==> src/rtl/rv_decode_pkg.sv <==
// Shared types and constants for the RV32I/RV64I decode stage.
package rv_decode_pkg;

  // Base-ISA major opcodes recognised by the decoder
  localparam logic [6:0] OPC_LUI    = 7'b0110111;
  localparam logic [6:0] OPC_AUIPC  = 7'b0010111;
  localparam logic [6:0] OPC_JAL    = 7'b1101111;
  localparam logic [6:0] OPC_BRANCH = 7'b1100011;
  localparam logic [6:0] OPC_STORE  = 7'b0100011;
  localparam logic [6:0] OPC_OP     = 7'b0110011;
  localparam logic [6:0] OPC_JALR   = 7'b1100111;
  localparam logic [6:0] OPC_LOAD   = 7'b0000011;
  localparam logic [6:0] OPC_OPIMM  = 7'b0010011;
  localparam logic [6:0] OPC_FENCE  = 7'b0001111;
  localparam logic [6:0] OPC_SYSTEM = 7'b1110011;

  // Instruction format; R is encoding 0 so a reset entry reads as R
  typedef enum logic [2:0] {
    FMT_R   = 3'd0,
    FMT_I   = 3'd1,
    FMT_S   = 3'd2,
    FMT_B   = 3'd3,
    FMT_U   = 3'd4,
    FMT_J   = 3'd5,
    FMT_ILL = 3'd6
  } fmt_e;

  // Decoded entry; pc/imm sized for the widest XLEN, narrower builds use the low bits
  typedef struct packed {
    logic [63:0] pc;
    logic [6:0]  opcode;
    logic [2:0]  funct3;
    logic [6:0]  funct7;
    logic [4:0]  rd;
    logic [4:0]  rs1;
    logic [4:0]  rs2;
    fmt_e        fmt;
    logic [63:0] imm;
    logic        rd_we;
    logic        illegal;
  } dec_t;

  // Map a major opcode onto its instruction format
  function automatic fmt_e opc_to_fmt(input logic [6:0] opc);
    fmt_e f;
    case (opc)
      OPC_LUI, OPC_AUIPC:                                 f = FMT_U;
      OPC_JAL:                                            f = FMT_J;
      OPC_BRANCH:                                         f = FMT_B;
      OPC_STORE:                                          f = FMT_S;
      OPC_OP:                                             f = FMT_R;
      OPC_JALR, OPC_LOAD, OPC_OPIMM, OPC_FENCE, OPC_SYSTEM: f = FMT_I;
      default:                                            f = FMT_ILL;
    endcase
    return f;
  endfunction

endpackage

==> src/rtl/rv_decode_stage_imm.sv <==
// Immediate generator: builds the sign-extended XLEN immediate for a format.
module rv_imm_gen
  import rv_decode_pkg::*;
#(
  parameter int XLEN = 32
) (
  input  logic [31:0]     instr,
  input  fmt_e            fmt,
  output logic [XLEN-1:0] imm
);

  logic [31:0] imm32;

  // Assemble the 32-bit sign-extended immediate; R and ILL carry none
  always_comb begin
    imm32 = '0;
    case (fmt)
      FMT_I:   imm32 = {{20{instr[31]}}, instr[31:20]};
      FMT_S:   imm32 = {{20{instr[31]}}, instr[31:25], instr[11:7]};
      FMT_B:   imm32 = {{19{instr[31]}}, instr[31], instr[7], instr[30:25], instr[11:8], 1'b0};
      FMT_U:   imm32 = {instr[31:12], 12'b0};
      FMT_J:   imm32 = {{11{instr[31]}}, instr[31], instr[19:12], instr[20], instr[30:21], 1'b0};
      default: imm32 = '0;
    endcase
  end

  // Every RV immediate fits in 32 bits; widening is a plain sign extension
  assign imm = XLEN'($signed(imm32));

endmodule

==> src/rtl/rv_decode_stage.sv <==
// Registered RV32I/RV64I decode stage with a two-entry skid buffer.
module rv_decode_stage
  import rv_decode_pkg::*;
#(
  parameter int XLEN        = 32,
  parameter bit CHK_ILLEGAL = 1'b1
) (
  input  logic            clk,
  input  logic            rst,
  input  logic            flush,
  input  logic            in_valid,
  output logic            in_ready,
  input  logic [31:0]     in_instr,
  input  logic [XLEN-1:0] in_pc,
  output logic            out_valid,
  input  logic            out_ready,
  output logic [XLEN-1:0] out_pc,
  output logic [6:0]      opcode,
  output logic [2:0]      funct3,
  output logic [6:0]      funct7,
  output logic [4:0]      rd,
  output logic [4:0]      rs1,
  output logic [4:0]      rs2,
  output fmt_e            fmt,
  output logic [XLEN-1:0] imm,
  output logic            rd_we,
  output logic            illegal
);

  if (XLEN != 32 && XLEN != 64) begin : g_bad_xlen
    $error("rv_decode_stage: XLEN must be 32 or 64");
  end

  localparam logic [1:0] ST_EMPTY = 2'd0;
  localparam logic [1:0] ST_ONE   = 2'd1;
  localparam logic [1:0] ST_TWO   = 2'd2;

  logic [1:0]      state_reg, state_next;
  dec_t            out_reg, out_next;
  dec_t            skid_reg, skid_next;
  dec_t            dec_in;
  fmt_e            dec_fmt;
  logic            dec_illegal;
  logic [XLEN-1:0] gen_imm;
  logic            in_fire, out_fire;

  assign dec_fmt     = opc_to_fmt(in_instr[6:0]);
  assign dec_illegal = CHK_ILLEGAL && ((dec_fmt == FMT_ILL) || (in_instr[1:0] != 2'b11));

  rv_imm_gen #(.XLEN(XLEN)) u_imm_gen (
    .instr (in_instr),
    .fmt   (dec_fmt),
    .imm   (gen_imm)
  );

  // Decode the incoming word into an entry; illegal words keep raw fields only
  always_comb begin
    dec_in         = '0;
    dec_in.pc      = 64'(in_pc);
    dec_in.opcode  = in_instr[6:0];
    dec_in.funct3  = in_instr[14:12];
    dec_in.funct7  = in_instr[31:25];
    dec_in.rd      = in_instr[11:7];
    dec_in.rs1     = in_instr[19:15];
    dec_in.rs2     = in_instr[24:20];
    dec_in.fmt     = dec_fmt;
    dec_in.illegal = dec_illegal;
    dec_in.imm     = dec_illegal ? '0 : 64'(gen_imm);
    dec_in.rd_we   = !dec_illegal && (in_instr[11:7] != 5'd0) &&
                     (dec_fmt == FMT_R || dec_fmt == FMT_I ||
                      dec_fmt == FMT_U || dec_fmt == FMT_J);
  end

  // in_ready depends only on state so it stays a registered signal
  assign in_ready  = (state_reg != ST_TWO);
  assign out_valid = (state_reg != ST_EMPTY);
  assign in_fire   = in_valid & in_ready;
  assign out_fire  = out_valid & out_ready;

  // Skid-buffer control: output register is always the FIFO head, skid the tail
  always_comb begin
    state_next = state_reg;
    out_next   = out_reg;
    skid_next  = skid_reg;
    if (flush) begin
      state_next = ST_EMPTY;
    end else begin
      case (state_reg)
        ST_EMPTY: begin
          if (in_fire) begin
            out_next   = dec_in;
            state_next = ST_ONE;
          end
        end
        ST_ONE: begin
          if (in_fire && out_fire) begin
            out_next = dec_in;
          end else if (in_fire) begin
            skid_next  = dec_in;
            state_next = ST_TWO;
          end else if (out_fire) begin
            state_next = ST_EMPTY;
          end
        end
        ST_TWO: begin
          if (out_fire) begin
            out_next   = skid_reg;
            state_next = ST_ONE;
          end
        end
        default: state_next = ST_EMPTY;
      endcase
    end
  end

  // State and entry registers with asynchronous clear
  always_ff @(posedge clk or posedge rst) begin
    if (rst) begin
      state_reg <= ST_EMPTY;
      out_reg   <= '0;
      skid_reg  <= '0;
    end else begin
      state_reg <= state_next;
      out_reg   <= out_next;
      skid_reg  <= skid_next;
    end
  end

  assign out_pc  = out_reg.pc[XLEN-1:0];
  assign opcode  = out_reg.opcode;
  assign funct3  = out_reg.funct3;
  assign funct7  = out_reg.funct7;
  assign rd      = out_reg.rd;
  assign rs1     = out_reg.rs1;
  assign rs2     = out_reg.rs2;
  assign fmt     = out_reg.fmt;
  assign imm     = out_reg.imm[XLEN-1:0];
  assign rd_we   = out_reg.rd_we;
  assign illegal = out_reg.illegal;

  // Upper halves of pc/imm are unused in a 32-bit build
  if (XLEN < 64) begin : g_hi_sink
    logic unused_hi;
    assign unused_hi = ^{out_reg.pc[63:XLEN], out_reg.imm[63:XLEN]};
  end

endmodule

==> config.mk <==
export PLATFORM = sky130hd
export DESIGN_NAME = rv_decode_stage
export DESIGN_NICKNAME = d
export VERILOG_FILES = /design/src/rtl/rv_decode_pkg.sv /design/src/rtl/rv_decode_stage_imm.sv /design/src/rtl/rv_decode_stage.sv
export SDC_FILE = /design/constraint.sdc
export NUM_CORES = 1
export LEC_CHECK = 0
export BUFFER_PORTS_ARGS = -buffer_cell sky130_fd_sc_hd__buf_4
export CAP_MARGIN = 10
export CORE_AREA = 3 3 133 135
export DETAILED_ROUTE_END_ITERATION = 16
export DIE_AREA = 0 0 136 138
export GPL_ROUTABILITY_DRIVEN = 0
export PLACE_DENSITY = 0.79
export SLEW_MARGIN = 20
export SYNTH_ARGS = -nofsm -noshare
export SYNTH_HDL_FRONTEND = slang
export SYNTH_HIERARCHICAL = 1
export SYNTH_SLANG_ARGS = --single-unit
==> constraint.sdc <==
create_clock -name clk -period 7.94 [get_ports clk]
set_input_delay 0 -clock clk [delete_from_list [all_inputs] [get_ports clk]]
set_output_delay 0 -clock clk [all_outputs]
set_load 0.02 [all_outputs]
-- After elaboration in Yosys (flattened, before gate mapping)
Index checks and enable logic that the tools add are counted.
- flip-flop bits (word level): 236
- input port bits: 69
- output and inout bits: 103
- word-level logic and storage cells: 87
- equality and inequality tests: 28
- mux-type cells: 14
- bitwise gates (word level): 4
- reductions and logical operators: 18
- operator list (kind ; number):
    $mux 133 ; 3
    $pmux 133 s3 ; 1
    $pmux 32 s5 ; 1
    $mux 32 ; 1
    $eq 7x7->1 const B ; 4
    $eq 7x6->1 const B ; 3
    $pmux 3 s6 ; 1
    $eq 7x5->1 const B ; 2
    $mux 2 ; 6
    $ne 2x2->1 const B ; 5
    $eq 3x3->1 const B ; 3
    $ne 3x3->1 const B ; 3
    $reduce_and 4->1 ; 2
    $eq 7x2->1 const B ; 1
    $eq 7x4->1 const B ; 1
    $eq 3x2->1 const B ; 2
    $pmux 2 s3 ; 1
    $reduce_and 5->1 ; 1
    $reduce_bool 5->1 ; 1
    $reduce_or 5->1 ; 1
    $logic_or 1x1->1 ; 4
    $ne 4x4->1 const B ; 1
    $eq 3x1->1 const B ; 1
    $logic_and 1x1->1 ; 3
    10 further kinds ; 12

-- Longest topological paths before layout
- depth in word-level cells: 10
- mapped depth: 12
- gate-level depth less buffers: 10

-- By module
Netlist, hierarchy kept.
- modules (own cells, without submodules) (module ; times used ; cells an instance ; area an instance (sq um) ; sequential area each (sq um)):
    rv_decode_stage ; 1 ; 1030 ; 8824.7 ; 5104.9
    rv_imm_gen ; 1 ; 66 ; 390.4 ; 0.0

-- Worst setup path before layout
No wires, ideal clock.
- path kind: input to register
- from: input in_instr[6]
- to: register out_reg (netlist bit imm[30])
- library setup time: 82 ps
- arrival time: 1834 ps
- required time: 7858 ps
- path slack: 6024 ps
- cell stages on the path: 11
- buffers on the path: 3
- cell sequence: buf_2 -> or3b_4 -> a21o_1 -> a21oi_1 -> buf_2 -> nor2b_2 -> o21ai_1 -> buf_2 -> o21ai_0 -> nand4_1 -> a31oi_1
- cells in the longest elaborated chain, start to end: 8
- elaborated cells between the ends (all ways): 26
- classes of those cells: 17 x eq/ne; 6 x mux; 3 x reduce/logical
- RTL lines (what ; RTL line ; source):
    start: declaration ; rv_decode_stage.sv:13 ; input logic [31:0] in_instr,
    $eq 7x7->1 (tied with other cells) ; rv_decode_pkg.sv:46 ; case (opc)
    $reduce_or 5->1 / $reduce_or 2->1 (equally long branches) ; rv_decode_pkg.sv:46 ;
    $pmux 3 s6 (*) ; rv_decode_pkg.sv:46 ;
    via dec_fmt[0] ; rv_decode_stage.sv:42 ; fmt_e dec_fmt;
    $eq 3x3->1 (tied with other cells) ; rv_decode_stage_imm.sv:17 ; case (fmt)
    $pmux 32 s5 (*) ; rv_decode_stage_imm.sv:17 ;
    via gen_imm[30] ; rv_decode_stage.sv:44 ; logic [XLEN-1:0] gen_imm;
    $mux 32 (*) ; rv_decode_stage.sv:68 ; dec_in.imm = dec_illegal ? '0 : 64'(gen_imm);
    $mux 133 (on tied branches) ; rv_decode_stage.sv:96, rv_decode_stage.sv:90 ;
    $pmux 133 s3 (*) ; rv_decode_stage.sv:88 ; case (state_reg)
    end signal: assignment ; rv_decode_stage.sv:124 ; out_reg <= out_next;
    end: declaration ; rv_decode_stage.sv:39 ; dec_t out_reg, out_next;
The timed path passes the listed nets; every way through them passes the cells marked *. The select of a mux whose other input is x is not followed.
A chain may end at the register's enable or synchronous reset.

-- Final worst setup path
- from: input in_instr[5]
- to: register out_reg (netlist bit imm[19])
The elaborated chain is that of the path after synthesis.

==> run summary <==
The run finished with clean final reports. For met3 alone, demand over resource in global routing was 0.03779. Data on the critical path is required at its endpoint by 8350 ps.

The synthesized design contains 0 enable-type register cells. The nature of the critical path endpoint is a flip-flop. The remaining design rule violation count is 0. The synthesized netlist net count is between 1000 and 1500. The clock slew at the register clock pins of the worst setup and hold paths is 60 ps. Hold timing on the final database bottoms out at a slack of ~250 ps.

The maximum number of pins on one net before global-route repair came out at 161. The top achievable clock speed came out at between 300 and 400 MHz. The routed layout has 8499 vias. The synthesized design contains 204 register bits. The number of buffers created by CTS is 22. The main flop type after synthesis is sky130_fd_sc_hd__dfrtp_1.

The core area is 0.01658 sq mm. The floorplan step set the die width to 136 microns. The synthesized cell area came out at slightly above 0.009 sq mm.

The post-layout utilization of the core came out at 0.7248. The count of endpoints failing hold in the final timing report is 0. In this run the worst path has a maximum fanout of 11. The via density per instance came out at 5.588. The number of antenna violations at the first check in global routing came out at 0.

The number of max-capacitance violations reported came out at 0. The total overflow left after global routing is 0. By count the netlist is led by sky130_fd_sc_hd__nand2_1, sky130_fd_sc_hd__dfrtp_1, sky130_fd_sc_hd__nor2_1. The final non-filler cell area is ~0.012 sq mm. The clock tree from TritonCTS is built. By area the synthesized netlist is led by sky130_fd_sc_hd__dfrtp_1, sky130_fd_sc_hd__nand2_1, sky130_fd_sc_hd__a31oi_1. The total detailed-routing wirelength came out at roughly 26 mm. The count of unique library cells instantiated by Yosys came out at 46. The deepest clock path buffer count is 3. In the final layout, flip-flops and latches occupy 0.005105 sq mm. The die covers 0.01877 sq mm.

The floorplan has 47 rows. The post-route setup TNS is 0 ps. The met2 layer usage reported by global route is 0.4240.

The die height is approximately 140 microns. The number of gates given a new drive strength after cts came out at 0. Setup repair after global routing left no endpoint under its margin. The number of cells produced by synthesis came out at 1096. The first global-routing pass estimated 41.23 mm of wire.

The share of the clock period used by the worst path after layout came out at 0.3608. Summed over all cells, the static leakage comes to ~5.6 nW. The register with the most flip-flops in the layout has 101 of them. In this run the most used layer during global routing was met2. The share of the synthesized area in the top cell type is 0.5540.

The async set or reset register ratio after synthesis came out at 1.000. STA classifies the critical path startpoint as an input port. The clock skew came out at between 6 and 7 ps. The net count of the finished layout is ~1400. The count of buffers added on input and output ports is 171. For the pin with the worst max-slew slack, the measured transition is 1015 ps. The tree is rooted in a sky130_fd_sc_hd__clkbuf_16.

VDD sags by at most ~0.14 mV. The synthesis-to-finish area growth came out at 30.44%. In this run the post-CTS setup repair buffer count came out at 0.

The post-detailed-route count of antenna-violating nets came out at 0. The type of the tightest min-delay check is input port to asynchronous set/reset pin. The most common cell in the synthesized netlist is sky130_fd_sc_hd__nand2_1.

The number of hold-repair buffers added at the cts stage is 69. The number of fill cells came out at 1221. The biggest area contributor in the post-synthesis netlist is sky130_fd_sc_hd__dfrtp_1. The yosys synthesis warning count came out at 6. The relative max-transition margin is 0.3216.

The total global routing track utilization is 0.2663. Before CTS, the worst setup slack after placement is 5200 ps. In the final routed layout, each cell accounts on average for 16.96 microns. During I/O placement, the number of pins put on the boundary was 172.

The placed instances occupy a cell area of 0.01049 sq mm. The maximum level of the CTS H-tree is 1. The number of violations reported at the end of detailed-routing iteration 0 is 703. Summing all multi-input logic gate instances after layout gives 0.003730 sq mm. The length of the first detailed-routing pass in iterations came out at 5. The layout cell share with drive strength beyond 1 came out at 0.1829.

For this configuration, the core starts out at a cell density of 0.5557. For met1 alone, demand over resource in global routing was 0.3764. The part of the Yosys area used for sequential elements came out at 0.5540. The worst path needs 2865 ps of the cycle, external delays included. The total number of clock tree sinks came out at 204. Power spread over the standard cell area amounts to 254.2 mW/mm^2. The diode insertion count for antenna repair came out at 0. The via count of the first global-routing pass came out at 8054. The worst setup path is of the input port to flip-flop kind. The arrival time of the worst setup path came out at 3280 ps. The mean post-synth cell area is 8.408 sq um.

The clock insertion delay at the later pin of the skew report is 500 ps. The final number of max-transition violations is 0. The count of final setup violators came out at 0.

The HPWL reported at the end of detailed placement is 14.46 mm. The final worst slack is roughly 5100 ps.
-- cells by family (layout without fill, tap and decap cells) --
group | count (synthesis) | in the layout | synth area share
AND/OR/NAND/NOR | 614 | 614 | 0.2698
multiplexers | 2 | 2 | 0.002444
flip-flops | 204 | 204 | 0.5540
AO/OA/AOI/OAI | 186 | 186 | 0.1290
buffers and inverters | 90 | 295 | 0.04481
-- report_power, final --
group | switching [mW] | internal (mW) | leakage (nW) | total (mW)
logic | 0.372 | 0.270 | 2.72 | 0.642
registers | 0.111 | 1.23 | 2.49 | 1.34
clock network | 0.404 | 0.673 | 0.382 | 1.08
total | 0.887 | 2.17 | 5.60 | 3.06
-- final timing paths --
kind                              start  slack [ps]  cells after the start       endpoint
max                         in_instr[5]        5070                     10        imm[19]
min                                 rst         250                      3     out_pc[20]
max reg2reg                state_reg[0]        5130                      5         fmt[2]
min reg2reg                skid_reg[77]         470                      2   skid_reg[77]
max in group asynchronous           rst        6440                      5      opcode[4]
min in group clk              in_pc[27]         250                      4  skid_reg[128]
-- cells in the final DEF (no fill, tap or decap), drive strengths merged, types with 2 or more instances in the layout --
cell type / count
nand2: 445
o21a: 2
nand4: 32
nor2b: 7
o311ai: 2
dlygate4sd3: 69
nor2: 109
a31o: 2
nand2b: 5
bufinv: 3
o31ai: 2
o21ai: 48
clkbuf: 32
mux2: 2
or2: 3
a31oi: 100
a21o: 9
a21oi: 8
and2: 6
a22o: 3
inv: 4
dfrtp: 204
clkinv: 5
a211oi: 2
o22ai: 2
o22a: 3
buf: 181
-- stage by stage --
step / std cells / power [mW]
final: 1521 / 3.056
after global routing: 1521 / 3.199
after CTS: 1519 / 3.064
after detailed placement: 1410 / 1.955
after global placement: 1410 / 1.937
after floorplan: 1096 / 1.685
-- per-layer routing --
metal  vias to the layer above  wire, microns  part of all wire
met5                         -              0                 0
met4                         0            780             0.030
met3                        64           1808             0.070
met2                       350          12360              0.48
met1                      4085          10840              0.42
li1                       4000              -                 -
-- critical path, cell delays in order --
cell                            delay [ps]
sky130_fd_sc_hd__dlygate4sd3_1         530
sky130_fd_sc_hd__buf_4                 170
sky130_fd_sc_hd__or3b_4                420
sky130_fd_sc_hd__a21o_1                170
sky130_fd_sc_hd__a21oi_1               730
sky130_fd_sc_hd__nor2_1                180
sky130_fd_sc_hd__nor3b_2               600
sky130_fd_sc_hd__a21o_1                160
sky130_fd_sc_hd__nand4_1                90
sky130_fd_sc_hd__a31oi_1               220
-- cell type report --
| type | instances | share of cell area |
|---|---|---|
| timing repair buffer | 250 | 0.1752 |
| inverter | 5 | 0.002290 |
| clock inverter | 8 | 0.009785 |
| clock buffer | 32 | 0.05486 |
| multi-input combinational | 802 | 0.3103 |
| tap | 220 | 0.02290 |
| sequential | 204 | 0.4247 |
(Power assumes the default switching activity.)
